===== config.mk =====
export PLATFORM = sky130hd
export DESIGN_NAME = his_peak_builder_flat
export DESIGN_NICKNAME = d
export VERILOG_FILES = /design/src/rtl/his_peak_builder_if.sv /design/src/rtl/his_peak_builder.sv /design/src/flat_wrapper.sv
export SDC_FILE = /design/constraint.sdc
export NUM_CORES = 2
export LEC_CHECK = 0
export CORE_ASPECT_RATIO = 0.5
export CORE_MARGIN = 5
export CORE_UTILIZATION = 45
export CTS_BUF_LIST = sky130_fd_sc_hd__clkbuf_8
export CTS_CLUSTER_DIAMETER = 60
export DETAILED_ROUTE_END_ITERATION = 6
export REMOVE_ABC_BUFFERS = 1
export SLEW_MARGIN = 20
export SYNTH_ARGS = -nofsm -noshare
export SYNTH_HDL_FRONTEND = slang
export SYNTH_SLANG_ARGS = --single-unit

===== constraint.sdc =====
create_clock -name clk -period 5.8 [get_ports clk]
set_input_delay 0.58 -clock clk [delete_from_list [all_inputs] [get_ports clk]]
set_output_delay 0.58 -clock clk [all_outputs]
set_load 0.05 [all_outputs]

===== src/rtl/his_peak_builder_if.sv =====
// rtl/his_peak_builder_if.sv - sample input and peak result handshake bundle; HIS_NEIGHBOR_EN adds peakLeft/peakRight
interface his_peak_builder_if #(
  parameter int TDC_W     = 10,
  parameter int BIN_SHIFT = 5,
  parameter int PIXEL_NUM = 3,
  parameter int CNT_W     = 8
);
  localparam int BIN_W = TDC_W - BIN_SHIFT;
  localparam int PIX_W = (PIXEL_NUM > 1) ? $clog2(PIXEL_NUM) : 1;

  logic             wrEn;
  logic [TDC_W-1:0] data;
  logic             rdy;
  logic             peakValid;
  logic             peakReady;
  logic [PIX_W-1:0] peakPixel;
  logic [BIN_W-1:0] peakBin;
  logic [CNT_W-1:0] peakCount;
  logic             frameDone;
`ifdef HIS_NEIGHBOR_EN
  logic [CNT_W-1:0] peakLeft;
  logic [CNT_W-1:0] peakRight;

  modport master (output wrEn, data, peakReady,
                  input  rdy, peakValid, peakPixel, peakBin, peakCount, frameDone, peakLeft, peakRight);
  modport slave  (input  wrEn, data, peakReady,
                  output rdy, peakValid, peakPixel, peakBin, peakCount, frameDone, peakLeft, peakRight);
`else
  modport master (output wrEn, data, peakReady,
                  input  rdy, peakValid, peakPixel, peakBin, peakCount, frameDone);
  modport slave  (input  wrEn, data, peakReady,
                  output rdy, peakValid, peakPixel, peakBin, peakCount, frameDone);
`endif
endinterface


===== src/rtl/his_peak_builder.sv =====
// rtl/his_peak_builder.sv - per-pixel TDC histogram builder with peak search; HIS_NEIGHBOR_EN adds neighbour bin counts
module his_peak_builder #(
  parameter int TDC_W     = 10,
  parameter int BIN_SHIFT = 5,
  parameter int PIXEL_NUM = 3,
  parameter int ACQ_NUM   = 2,
  parameter int CNT_W     = 8
) (
  input  logic              clk,
  input  logic              res,
  his_peak_builder_if.slave bus
);
  localparam int BIN_W = TDC_W - BIN_SHIFT;
  localparam int NBINS = 2 ** BIN_W;
  localparam int PIX_W = (PIXEL_NUM > 1) ? $clog2(PIXEL_NUM) : 1;
  localparam int ACQ_W = (ACQ_NUM > 1) ? $clog2(ACQ_NUM) : 1;
  localparam logic [PIX_W-1:0] PIX_LAST = PIX_W'(PIXEL_NUM - 1);
  localparam logic [ACQ_W-1:0] ACQ_LAST = ACQ_W'(ACQ_NUM - 1);

  typedef enum logic [1:0] {ACCUM, SCAN, OUT} state_t;
  state_t state, state_nxt;

  logic [CNT_W-1:0] hist [PIXEL_NUM][NBINS];
  logic [PIX_W-1:0] pix;
  logic [ACQ_W-1:0] acq;
  logic [BIN_W-1:0] bin;
  logic [CNT_W-1:0] max_cnt;
  logic [BIN_W-1:0] max_bin;
  logic [PIX_W-1:0] peak_pix;
  logic [BIN_W-1:0] peak_bin;
  logic [CNT_W-1:0] peak_cnt;

  logic             accept, last_pix, last_acq, last_bin, take;
  logic [BIN_W-1:0] wr_bin, cand_bin;
  logic [CNT_W-1:0] wr_cnt, rd_cnt, cand_cnt;

  assign accept   = bus.wrEn && (state == ACCUM);
  assign last_pix = (pix == PIX_LAST);
  assign last_acq = (acq == ACQ_LAST);
  assign last_bin = (bin == '1);
  assign wr_bin   = bus.data[TDC_W-1:BIN_SHIFT];
  assign wr_cnt   = hist[pix][wr_bin];
  assign rd_cnt   = hist[pix][bin];
  // Bin 0 seeds the running max; later bins win only on strictly greater count
  assign take     = (bin == '0) || (rd_cnt > max_cnt);
  assign cand_cnt = take ? rd_cnt : max_cnt;
  assign cand_bin = take ? bin : max_bin;

`ifdef HIS_NEIGHBOR_EN
  logic [CNT_W-1:0] prev_cnt, run_left, run_right, cand_left, cand_right, peak_left, peak_right;
  logic             cap_right;

  // Right neighbour arrives one bin after the max moves; a max on the last bin has none
  assign cand_left  = take ? ((bin == '0) ? '0 : prev_cnt) : run_left;
  assign cand_right = take ? '0 : (cap_right ? rd_cnt : run_right);
  assign bus.peakLeft  = peak_left;
  assign bus.peakRight = peak_right;
`endif

  assign bus.peakPixel = peak_pix;
  assign bus.peakBin   = peak_bin;
  assign bus.peakCount = peak_cnt;

  always_ff @(posedge clk or negedge res) begin
    if (!res) state <= ACCUM;
    else      state <= state_nxt;
  end

  always_comb begin
    state_nxt     = state;
    bus.rdy       = 1'b0;
    bus.peakValid = 1'b0;
    bus.frameDone = 1'b0;
    case (state)
      ACCUM: begin
        bus.rdy = 1'b1;
        if (accept && last_pix && last_acq) state_nxt = SCAN;
      end
      SCAN: if (last_bin) state_nxt = OUT;
      OUT: begin
        bus.peakValid = 1'b1;
        if (bus.peakReady) begin
          bus.frameDone = last_pix;
          state_nxt     = last_pix ? ACCUM : SCAN;
        end
      end
      default: state_nxt = ACCUM;
    endcase
  end

  always_ff @(posedge clk or negedge res) begin
    if (!res) begin
      for (int p = 0; p < PIXEL_NUM; p++)
        for (int b = 0; b < NBINS; b++)
          hist[p][b] <= '0;
      pix      <= '0;
      acq      <= '0;
      bin      <= '0;
      max_cnt  <= '0;
      max_bin  <= '0;
      peak_pix <= '0;
      peak_bin <= '0;
      peak_cnt <= '0;
`ifdef HIS_NEIGHBOR_EN
      prev_cnt   <= '0;
      run_left   <= '0;
      run_right  <= '0;
      cap_right  <= 1'b0;
      peak_left  <= '0;
      peak_right <= '0;
`endif
    end else begin
      case (state)
        ACCUM: if (accept) begin
          if (wr_cnt != '1) hist[pix][wr_bin] <= wr_cnt + 1'b1;
          if (last_pix) begin
            pix <= '0;
            acq <= last_acq ? '0 : acq + 1'b1;
          end else begin
            pix <= pix + 1'b1;
          end
        end
        SCAN: begin
          hist[pix][bin] <= '0;
          max_cnt        <= cand_cnt;
          max_bin        <= cand_bin;
          bin            <= bin + 1'b1;
`ifdef HIS_NEIGHBOR_EN
          prev_cnt  <= rd_cnt;
          run_left  <= cand_left;
          run_right <= cand_right;
          cap_right <= take;
`endif
          if (last_bin) begin
            peak_pix <= pix;
            peak_bin <= cand_bin;
            peak_cnt <= cand_cnt;
`ifdef HIS_NEIGHBOR_EN
            peak_left  <= cand_left;
            peak_right <= cand_right;
`endif
          end
        end
        OUT: if (bus.peakReady) begin
          if (last_pix) begin
            pix <= '0;
            acq <= '0;
          end else begin
            pix <= pix + 1'b1;
          end
        end
        default: ;
      endcase
    end
  end
endmodule


===== src/flat_wrapper.sv =====
// flat-port wrapper written by rule: the top's interface ports become plain ports
module his_peak_builder_flat 
#(
  parameter int TDC_W     = 10,
  parameter int BIN_SHIFT = 5,
  parameter int PIXEL_NUM = 3,
  parameter int ACQ_NUM   = 2,
  parameter int CNT_W     = 8
)
  (clk, res, bus_wrEn, bus_data, bus_peakReady, bus_rdy, bus_peakValid, bus_peakPixel, bus_peakBin, bus_peakCount, bus_frameDone);
  his_peak_builder_if #(.TDC_W(TDC_W), .BIN_SHIFT(BIN_SHIFT), .PIXEL_NUM(PIXEL_NUM), .CNT_W(CNT_W)) bus_i ();
  input  logic clk;
  input  logic res;
  input wire logic [$bits(bus_i.wrEn)-1:0] bus_wrEn;
  input wire logic [$bits(bus_i.data)-1:0] bus_data;
  input wire logic [$bits(bus_i.peakReady)-1:0] bus_peakReady;
  output wire logic [$bits(bus_i.rdy)-1:0] bus_rdy;
  output wire logic [$bits(bus_i.peakValid)-1:0] bus_peakValid;
  output wire logic [$bits(bus_i.peakPixel)-1:0] bus_peakPixel;
  output wire logic [$bits(bus_i.peakBin)-1:0] bus_peakBin;
  output wire logic [$bits(bus_i.peakCount)-1:0] bus_peakCount;
  output wire logic [$bits(bus_i.frameDone)-1:0] bus_frameDone;
  assign bus_i.wrEn = bus_wrEn;
  assign bus_i.data = bus_data;
  assign bus_i.peakReady = bus_peakReady;
  assign bus_rdy = bus_i.rdy;
  assign bus_peakValid = bus_i.peakValid;
  assign bus_peakPixel = bus_i.peakPixel;
  assign bus_peakBin = bus_i.peakBin;
  assign bus_peakCount = bus_i.peakCount;
  assign bus_frameDone = bus_i.frameDone;
  his_peak_builder #(.TDC_W(TDC_W), .BIN_SHIFT(BIN_SHIFT), .PIXEL_NUM(PIXEL_NUM), .ACQ_NUM(ACQ_NUM), .CNT_W(CNT_W)) u_core (.clk(clk), .res(res), .bus(bus_i));
endmodule

==> impl_results.md <==
* DR WL/cell at 33.1 um
* Worst-Margin Slew at 1270 ps
* Total track usage at 33.1%
* CP max FO at 25
* Detailed Route WL at 168000 um
* Nets@finish at 3765
* Slew Viols, Final at 0
* Dpl hpwl at 116000 um
* RSZ-0062 raised after global routing: false
* Hold Vio Cnt, Final at 0
* Total CTS buffers at 116
* Clk buf depth at 3
* Final Cycle Share at 98.9%
* Multi-input gate area at 0.0198 mm2
* Main flop type after synthesis: dfrtp_1
* Worst Clk Skew at 46.7 ps
* Routability-driven placement congestion ratio at 1.07
* Max-cap viol count at 0
* First-pass GRT wire length at 245000 um
* WP data required at 6510 ps
* Syn. warnings at 0
* Starting density of the core at 45.3%
* Slowest stage delay, CP at 840 ps
* Status: complete, but fails checks
* Worst setup EP type: flop
* Endpoints failing setup at 0
* Initial antenna violation count at 8
* Die H at 226 um
* Flops & latches, synth at 806
* Die Wd at 442 um
* CP Buf/Inv Count at 7
* Filler Cell Count at 8088
* Kind of critical path: flop to flop
* Area delta synth->final at 14.6%
* Top post-synthesis cells by area: dfrtp_1, o2bb2ai_1, mux2i_1
* Clk_lat worst skew at 840 ps
* Top-area cell type share of the netlist area at 48.0%
* P_leak at 20.0 nW
* Synth cell types at 81
* Failing checks: design-rule violations
* Syn avg cell area at 11.4 um2
* H-tree lvl count at 3
* Core area at 0.0928 mm2
* Post-synthesis sequential area ratio at 48.0%
* Drt drc at 3
* Post-layout util at 51.9%
* Gate Count Post-Synth at 3689
* Vias per inst at 6.91
* Core Rows at 79
* Crit-path cells: buf_12 > buf_4 > nand2b_2 > buf_4 > o221ai_1 > a21oi_1 > nor4_1 > nor3_1 > a211oi_1 > buf_4 > a41oi_2 > buf_4 > nor2_4 > or3b_4 > buf_12 > buf_12 > o2bb2ai_1
* Layout cells sized above 1 at 17.4%
* Slowest cell on the critical path: dfrtp_4
* PortBufs at 26
* Worst setup SP type: flop
* Initial DRC Count at 4732
* Max_slew headroom at 14.4%
* Post-route ant nets at 0
* Register area at 0.0202 mm2
* Pin count of the biggest net entering global routing at 174
* VDD IR-drop max at 0.225 mV
* Die area at 0.100 mm2
* EDFF count, synth at 0
* Power Dens Cells at 423 mW/mm2
* Critical Path Most Common Cell: buf_4
* Drt pass-1 iters at 7
* Clock sinks at 806
* Grt total ovfl at 0
* CTS root buffer: clkbuf_8
* Synth Cell Area at 0.0420 mm2
* Clock tree from TritonCTS: yes
* Sum Neg Setup Slack at 0 ps
* Critical Path AT at 6450 ps
* Synth area leader: dfrtp_1
* Number of global-route vias before repair at 34200
* Family with the most delay on the worst path: simple AND/OR/NAND/NOR gates
* Synth async-reset ratio at 100%
* Clock slew at reported path FFs at 70 ps
* Boundary Pins at 32
* Max Freq at 0.174 GHz
* DR vias at 35200
* Hold Crit Class: input pin to asynchronous set/reset pin
* Final Critical Period at 5740 ps
==> cell usage in the layout (no fill, tap or decap), types with 11 or more instances in the layout <==
master,n
o21ai_0,157
nor3_1,41
buf_4,199
nor2_1,96
nand2_1,291
o2bb2ai_4,38
a22oi_1,66
nand4_1,15
dfrtp_1,802
inv_1,75
a21o_1,30
o211ai_1,101
ha_1,14
o22ai_1,23
nand2b_1,12
clkinv_2,14
a32o_1,78
nand3b_1,45
a31oi_1,11
o2111ai_1,13
a21oi_1,43
o221ai_1,16
clkbuf_8,153
nor2b_1,11
buf_12,114
mux4_2,63
a211oi_1,14
mux2_2,31
or3_1,94
clkdlybuf4s50_1,23
o2bb2ai_1,710
nand3_1,29
mux2i_1,254
==> cell type report <==
| class | instances | share of cell area [%] |
|---|---|---|
| flip-flops and latches | 806 | 41.9 |
| diodes | 4 | 0.0208 |
| well taps | 1255 | 3.26 |
| multi-input cells | 2431 | 41.1 |
| repair buffers | 340 | 8.40 |
| clock inverters | 57 | 0.675 |
| inverters | 42 | 0.330 |
| clock buffers | 153 | 4.37 |
==> timing repair <==
item,CTS,global route
setup buffers,0,0
setup endpoints to repair,0,16
resized for setup,0,2
hold buffers,1,0
hold endpoints to repair,61,0
==> metal layers <==
layer | up-vias | GRT usage (%) | wire length, um
met2 | 2193 | 44.6 | 66700
met5 | - | 0.233 | 41
met3 | 438 | 13.1 | 22300
met4 | 6 | 12.4 | 6660
met1 | 18100 | 47.6 | 72800
li1 | 14400 | - | -
==> cell families (layout without fill, tap and decap cells) <==
logic type               count (synthesis)  count (layout)  share of synthesized area [%]
buffers and inverters                  452             592                           5.35
adder cells (fa/ha/maj)                 14              14                          0.417
flip-flops                             806             806                           48.0
AO/OA/AOI/OAI                         1361            1361                           27.7
other                                    0               4                              0
multiplexers                           348             348                           10.3
XOR/XNOR                                 8               8                          0.185
AND/OR/NAND/NOR                        700             700                           8.13
==> worst register-to-register path: cells and delay by family, from the launching register on <==
| family | cells | cell delay [ps] |
|---|---|---|
| flip-flops | 1 | 840 |
| AO/OA/AOI/OAI | 5 | 1340 |
| buffers and inverters | 7 | 1670 |
| AND/OR/NAND/NOR | 5 | 1760 |
==> per-stage QoR <==
stage | hold WS, ps | worst slack [ps] | area (um2) | instances | power [mW]
after CTS | 305 | 197 | 48100 | 5084 | 20.1
after global routing | 354 | 31.6 | 48200 | 5085 | 21.0
final | 333 | 61.8 | 48200 | 5088 | 20.4
after global placement | 458 | 251 | 45700 | 4873 | 15.2
after floorplan | 284 | -18140 | 39900 | 3279 | 11.6
after detailed placement | 465 | 258 | 45700 | 4873 | 15.3
==> registers in the layout (all words and copies together), names as in the netlist <==
name,flops
u_core.acq,1
u_core.bin,5
u_core.bus.peakBin,5
u_core.bus.peakCount,8
u_core.bus.peakPixel,2
u_core.hist,768
u_core.max_bin,5
u_core.max_cnt,8
u_core.pix,2
u_core.state,2
==> synthesized netlist by cell type (63+ instances only) <==
cell and count:
a32o_1 78, mux4_2 63, nor2_1 98, nand2_1 294, buf_2 99, o2bb2ai_1 710, or3_1 94, o21ai_0 158
clkbuf_1 225, o211ai_1 101, a22oi_1 67, mux2i_1 254, dfrtp_1 806
==> report_power, final <==
part / internal (mW) / switching [mW]
clock network: 2.48 / 2.35
registers: 6.48 / 0.677
logic: 2.99 / 5.39
total: 11.9 / 8.41
==> final timing paths <==
path | from | to | slack (ps) | depth (start not counted)
setup / recovery | u_core.pix[0]$_DFFE_PN0P_ | u_core.hist[407]$_DFFE_PN0P_ | 60 | 17
hold / removal | res | u_core.hist[117]$_DFFE_PN0P_ | 330 | 2
setup reg to reg | u_core.pix[0]$_DFFE_PN0P_ | u_core.hist[407]$_DFFE_PN0P_ | 60 | 17
hold reg to reg | u_core.hist[603]$_DFFE_PN0P_ | u_core.hist[603]$_DFFE_PN0P_ | 470 | 1
max in group asynchronous | res | u_core.hist[273]$_DFFE_PN0P_ | 3890 | 3
min in group clk | bus_data[7] | u_core.hist[473]$_DFFE_PN0P_ | 450 | 4
Note: power is estimated with default switching activity, not from simulation.
